## src/rtl/serial_frame_rx.sv

```systemverilog
// serial_frame_rx: framed serial deserializer (start, LSB-first data, optional even parity, stop)
// with a valid/ready word output and one-cycle parity/framing/overrun pulses.
module serial_frame_rx #(
   parameter int DATA_W    = 4,
   parameter bit PARITY_EN = 1'b1
) (
   input  logic              clk,
   input  logic              reset,
   input  logic              bit_en,
   input  logic              si,
   output logic [DATA_W-1:0] po,
   output logic              po_valid,
   input  logic              po_ready,
   output logic              parity_err,
   output logic              frame_err,
   output logic              overrun,
   output logic              busy
);
   localparam int CW = $clog2(DATA_W + 1);
   localparam logic [CW-1:0] LAST = CW'(DATA_W - 1);

   typedef enum logic [2:0] {IDLE, DATA, PARITY, STOP, WAIT_HIGH} state_t;

   state_t            state_q;
   logic [DATA_W-1:0] sr_q;
   logic [DATA_W-1:0] po_q;
   logic [CW-1:0]     cnt_q;
   logic              perr_q;
   logic              po_valid_q;
   logic              parity_err_q;
   logic              frame_err_q;
   logic              overrun_q;

   always_ff @(posedge clk or posedge reset) begin
      if (reset) begin
         state_q      <= IDLE;
         sr_q         <= '0;
         po_q         <= '0;
         cnt_q        <= '0;
         perr_q       <= 1'b0;
         po_valid_q   <= 1'b0;
         parity_err_q <= 1'b0;
         frame_err_q  <= 1'b0;
         overrun_q    <= 1'b0;
      end else begin
         parity_err_q <= 1'b0;
         frame_err_q  <= 1'b0;
         overrun_q    <= 1'b0;
         if (po_valid_q && po_ready) po_valid_q <= 1'b0;
         if (bit_en) begin
            case (state_q)
               IDLE: if (!si) begin
                  state_q <= DATA;
                  cnt_q   <= '0;
                  perr_q  <= 1'b0;
               end
               DATA: begin
                  sr_q  <= {si, sr_q[DATA_W-1:1]};
                  cnt_q <= cnt_q + 1'b1;
                  if (cnt_q == LAST) state_q <= PARITY_EN ? PARITY : STOP;
               end
               PARITY: begin
                  perr_q  <= ^sr_q ^ si;
                  state_q <= STOP;
               end
               STOP: if (!si) begin
                  frame_err_q <= 1'b1;
                  state_q     <= WAIT_HIGH;
               end else begin
                  state_q <= IDLE;
                  if (perr_q) parity_err_q <= 1'b1;
                  else if (!po_valid_q || po_ready) begin
                     po_q       <= sr_q;
                     po_valid_q <= 1'b1;
                  end else overrun_q <= 1'b1;
               end
               WAIT_HIGH: if (si) state_q <= IDLE;
               default: state_q <= IDLE;
            endcase
         end
      end
   end

   assign po         = po_q;
   assign po_valid   = po_valid_q;
   assign parity_err = parity_err_q;
   assign frame_err  = frame_err_q;
   assign overrun    = overrun_q;
   assign busy       = (state_q != IDLE);
endmodule

```

## config.mk

```make
export PLATFORM = sky130hd
export DESIGN_NAME = serial_frame_rx
export DESIGN_NICKNAME = d
export VERILOG_FILES = /design/src/rtl/serial_frame_rx.sv
export SDC_FILE = /design/constraint.sdc
export NUM_CORES = 1
export LEC_CHECK = 0
export CAP_MARGIN = 20
export CELL_PAD_IN_SITES_DETAIL_PLACEMENT = 0
export CELL_PAD_IN_SITES_GLOBAL_PLACEMENT = 1
export CORE_MARGIN = 2
export CORE_UTILIZATION = 42
export CTS_CLUSTER_SIZE = 16
export DETAILED_ROUTE_END_ITERATION = 8
export PLACE_DENSITY = 0.81
export SLEW_MARGIN = 10
export SYNTH_ARGS = -nofsm -noshare
export SYNTH_HDL_FRONTEND = slang
export SYNTH_SLANG_ARGS = --single-unit
```

## constraint.sdc

```tcl
create_clock -name clk -period 1.8 [get_ports clk]
set_input_delay 0.18 -clock clk [delete_from_list [all_inputs] [get_ports clk]]
set_output_delay 0.18 -clock clk [all_outputs]
set_load 0.1 [all_outputs]
```

# Word-level counts from Yosys, hierarchy flattened

Index checks and enable logic that the tools add are counted.

$lt $le $gt $ge: 0
Muxes and demuxes: 27
Reductions and logical operators: 13
Add/subtract/negate cells: 1
Shift operators: 0
Multiply operators: 0
Eq/ne operators: 8
Div/mod/pow operators: 0
Bitwise gates (word level): 2

Operator list:

| operator                                             | count |
|---|---|
| 2-to-1 mux 1 bit                                     | 19 |
| 2-to-1 mux 3 bit                                     | 5 |
| one-hot mux 3 bit (5 select lines)                   | 1 |
| equality test 3 x 2 -> 1 bit (second input constant) | 3 |
| != test 2 bit (second input constant)                | 3 |
| one-hot mux 3 bit (2 select lines)                   | 1 |
| AND reduction 3 bit                                  | 2 |
| AND reduction 5 bit                                  | 1 |
| AND reduction 4 bit                                  | 1 |
| nonzero test 2 bit                                   | 2 |
| XOR reduction 4 bit                                  | 1 |
| adder 3 x 1 -> 3 bit (second input constant)         | 1 |
| equality test 3 x 1 -> 1 bit (second input constant) | 1 |
| equality test 3 bit (second input constant)          | 1 |
| logical NOT 3 bit                                    | 1 |
| nonzero test 3 bit                                   | 1 |
| one-hot mux 1 bit (2 select lines)                   | 1 |
| AND reduction 2 bit                                  | 1 |
| logical AND 1 bit                                    | 1 |
| logical NOT 1 bit                                    | 1 |
| logical OR 1 bit                                     | 1 |
| inverter 1 bit                                       | 1 |
| XOR 1 bit                                            | 1 |

Latch bits: 0
Memories: 0
Logic and storage cells: 60
Register bits after elaboration: 19
Input bits: 5
Output and inout bits: 9
Bits in writable memories: 0
Bits in read-only memories: 0

# Depth between registers and ports, before layout

Word-level depth: 7
Gate-level depth with buffers: 5
Gate-level depth less buffers: 5

# Worst setup path after synthesis

Ideal clock, no wire load.

Kind: register -> register
Start: reg po_valid_q, in the netlist po_valid
End: reg po_q[0], in the netlist po[0]
Stages on the path, launching flop included: 4
Period minus slack after synthesis: 1.796 ns
Buffers on the path: 0
Arrival: 1.670 ns
Required time: 1.674 ns
Library setup time: 0.126 ns
Slack: 0.004 ns
Cells stage by stage: dfrtp_1 nand2b_1 nor4b_4 mux2_4

Longest elaborated chain between the ends: 3

Ends and longest elaborated chain:

| item                          | line | text |
|---|---|---|
| start, declared               | 29   | `logic po_valid_q;` |
| start signal, assigned        | 41   | `po_valid_q <= 1'b0;` |
| start signal, assigned        | 49   | `if (po_valid_q && po_ready) po_valid_q <= 1'b0;` |
| start signal, assigned        | 74   | `po_valid_q <= 1'b1;` |
| logical NOT 1 bit             | 72   | `else if (!po_valid_q \|\| po_ready) begin` |
| logical OR 1 bit              | 72   |  |
| AND reduction 5 bit (no line) | n/a  |  |
| end signal, assigned          | 73   | `po_q <= sr_q;` |
| end, declared                 | 26   | `logic [DATA_W-1:0] po_q;` |

Every way passes these cells.
A chain may end at the register's enable or synchronous reset.

# Worst setup path in the final report

Start: reg state_q[1]
End: out busy

Longest elaborated chain between the ends: 1

Ends and longest elaborated chain:

| item                   | line | text |
|---|---|---|
| start, declared        | 24   | `state_t state_q;` |
| start signal, assigned | 60   | `if (cnt_q == LAST) state_q <= PARITY_EN ? PARITY : STOP;` |
| nonzero test 3 bit     | 89   | `assign busy = (state_q != IDLE);` |
| end, declared          | 17   | `output logic busy` |

Every way passes these cells.

==> run summary <==
Status - finished, final reports clean
GRT Util Overall - 13.10%
Post-synthesis mux area share - 12.62%
Post-synth top area share - 51.56%
Max-cap violations - 0
RSZ-0062 raised after global routing - no
DR vias - 585
RR Startpoint - state_q[1]
Worst-Skew Late Latency - 0.29 ns
Area Growth Syn to Fin - 19.00%
Area contributors post-synth - dfrtp_1, mux2_4, mux2_2, ha_1, nand4b_4
Max VDD drop - 1037 uV
Xor/xnor share of the synthesized area - 4.342%
CTS tree - yes
Fin crit share - 94.72%
CP Launch Type - register
Filler cells - 180
Port buffer count - 13
Synthesized net count - 77
CP max FO - 10
Grt ovf - 0
PwrDens - 1777 nW/um^2
Pre-antenna DRT Iters - 4
Cells after Synth - 70
Required @ worst endpoint - 1.62 ns
Root Buffer - clkbuf_4
Chip Height - 50.86 um
Sw Ratio - 45.63%
Leading cell types in the layout, fill and taps excluded - dfrtp_1, buf_4, inv_1, mux2_2
Critical Path AT - 1.52 ns
Vias/cell - 5.132
Min Tclk post-route - 1.705 ns
# IOs - 14
Post-placement cell count - 110
Setup violators final - 0
CTS Buffer Depth - 2
Post-route DRC - 0
Multi-input gate area - 389.1 sq um
Largest family of logic cells by synthesized area - simple AND/OR/NAND/NOR gates
Crit-path slowest cell - or3_2
Leak - 0.5449 nW
Finished Layout Cells - 114
Crit-path max cell delay - 0.53 ns
Path depth of the worst reg2reg path - 4
Max-slew violation count - 0
Core ar. - 2022 sq um
Yosys warnings - 0
Total setup buffers inserted after CTS - 0
Hold_ws - 0.1951 ns
Post-Synth Adder-Cell Area - 2.714%
Worst rel slew slack - 76.51%
Sw Pwr - 0.0008899 W
Fraction of layout cells with a size suffix above 1 - 35.63%
Synth unique cells - 30
Clock edge transition at the registers on the reported setup and hold paths - 0.10 ns
R2R Setup Slk - 0.24 ns
Measured slew at the worst slew-check pin - 0.3524 ns
Fin nets - 95
Biggest area consumer among synthesized cells - dfrtp_1
Vias in the first global route - 510
Post-synthesis simple-gate area fraction - 14.65%
Die ar. - 2586 sq um
Seq pwr share - 37.3%
Clock Sinks - 19
Hold_buf cts - 0
Yosys reg bits - 19
Most common cell after layout, fill and taps aside - dfrtp_1
End of the worst register-to-register path - po[3]
Final ANT Viol Nets - 0
Crit-path cells - or3_2 > buf_12
Initial core utilization - 45.61%
H-Tree Depth - 1
DRT iter0 DRCs - 15
TritonCTS Buffers - 3
Total Routed Length - 1465 um
Combinational group share of total power - 51.9%
Antenna violations before repair - 0
Register area - 475.5 sq um
Hpwl dp - 1080 um
Hold Path Class - input pin to async pin
Crit path buffers/inverters - 1
# diodes - 0
Internal - 0.001060 W
Setup_tns - 0 ns
Routed length per instance - 12.85 um
Clock power share - 10.7%
Crit-path leading delay family - simple AND/OR/NAND/NOR gates
Complex-gate fraction of the synthesized area - 7.870%
Final Wtd Congestion - 0.7439
First-pass GRT wire length - 2401 um
Syn_area_per_cell - 13.17 sq um
Core Rows - 16
Peak Freq - 0.5865 GHz
Largest net degree at the start of global routing - 20
Clock Skews - 0.0007561 ns
Worst Setup End Kind - primary output
Cts repair resizes - 0
Die Span X - 50.86 um
Post-synthesis cell area - 922.1 sq um
Final Hold Viols - 0
Register area share after synthesis - 51.56%
CP Class - register to primary output
==> power by group through the flow <==
| stage | sequential (W) | combinational (W) | clock [W] |
|---|---|---|---|
| final | 0.000728 | 0.00101 | 0.000209 |
| after global routing | 0.000752 | 0.00108 | 0.000241 |
| after CTS | 0.000727 | 0.00102 | 0.000221 |
| after detailed placement | 0.000735 | 0.00102 | 0 |
| after global placement | 0.000735 | 0.00101 | 0 |
| after floorplan | 0.000952 | 0.000603 | 0 |
==> cell families (layout without fill, tap and decap cells) <==
logic type | count (synthesis) | in the layout
DFF | 19 | 19
and+or+nand+nor | 17 | 17
muxes | 9 | 9
AOI/OAI and AO/OA | 10 | 10
buffers and inverters | 10 | 27
xor gates and xnor gates | 3 | 3
adders and majority gates | 2 | 2
==> worst register-to-register path: cells and delay by family, from the launching register on <==
kind | cells | cell delay [ns]
buffers and inverters | 1 | 0.18
flip-flops | 1 | 0.56
multiplexers | 1 | 0.30
AND/OR/NAND/NOR | 2 | 0.40
==> metal layers <==
metal | vias to the layer above | global-route usage (%) | part of all wire, %
met2 | 19 | 19.08 | 45
met5 | - | 0 | 0
li1 | 280 | - | -
met4 | 0 | 5.405 | 1.4
met3 | 4 | 5.556 | 7.3
met1 | 282 | 17.18 | 46
==> how the worst max path moves through the flow <==
stage	from	slack (ns)	to	cells past startpoint
finish	state_q[1]	0.1	busy	2
global route	state_q[1]	0.03	busy	2
CTS	state_q[1]	0.1	busy	2
detailed placement	si	0.05	po[3]	5
global placement	si	0.08	po[2]	5
floorplan	po_valid	0.004	po[0]	3
==> cells in the mapped netlist <==
master / instances
a21oi_1: 1
a22o_1: 2
a32o_1: 1
and3_1: 2
and4b_2: 1
buf_2: 1
buf_4: 1
buf_6: 2
dfrtp_1: 19
ha_1: 2
inv_1: 5
inv_2: 1
mux2_2: 5
mux2_4: 4
nand2_1: 3
nand2b_1: 1
nand4b_1: 1
nand4b_4: 1
nor2_1: 4
nor3b_1: 1
nor4b_4: 1
o211ai_1: 1
o21ai_0: 2
o22ai_1: 1
o2bb2ai_1: 1
o31ai_1: 1
or3_2: 2
xnor2_1: 1
xnor3_1: 1
xor2_1: 1
==> registers in the layout (all words and copies together) (netlist names) <==
| register | flops |
|---|---|
| frame_err | 1 |
| parity_err | 1 |
| cnt_q | 3 |
| overrun | 1 |
| po | 4 |
| perr_q | 1 |
| sr_q | 4 |
| state_q | 3 |
| po_valid | 1 |
==> per-stage QoR <==
step	instance area, sq um	utilization [%]	setup WS (ns)	power [W]
2_1_floorplan	922.1	-	0.004053	0.001554
3_3_place_gp	1071	52.97	0.08037	0.001742
3_5_place_dp	1071	52.97	0.04891	0.001757
6_report	1097	54.27	0.09511	0.001950
4_1_cts	1097	54.27	0.09808	0.001971
5_1_grt	1097	54.27	0.03397	0.002070
==> layout make-up <==
| type | count | share of cell area [%] |
|---|---|---|
| clock buffers | 4 | 2.395 |
| multi-input cells | 41 | 35.46 |
| repair buffers | 17 | 13.68 |
| well taps | 27 | 3.079 |
| flip-flops and latches | 19 | 43.33 |
| inverters | 6 | 2.052 |
No activity file was read; power rests on OpenSTA's default activity.
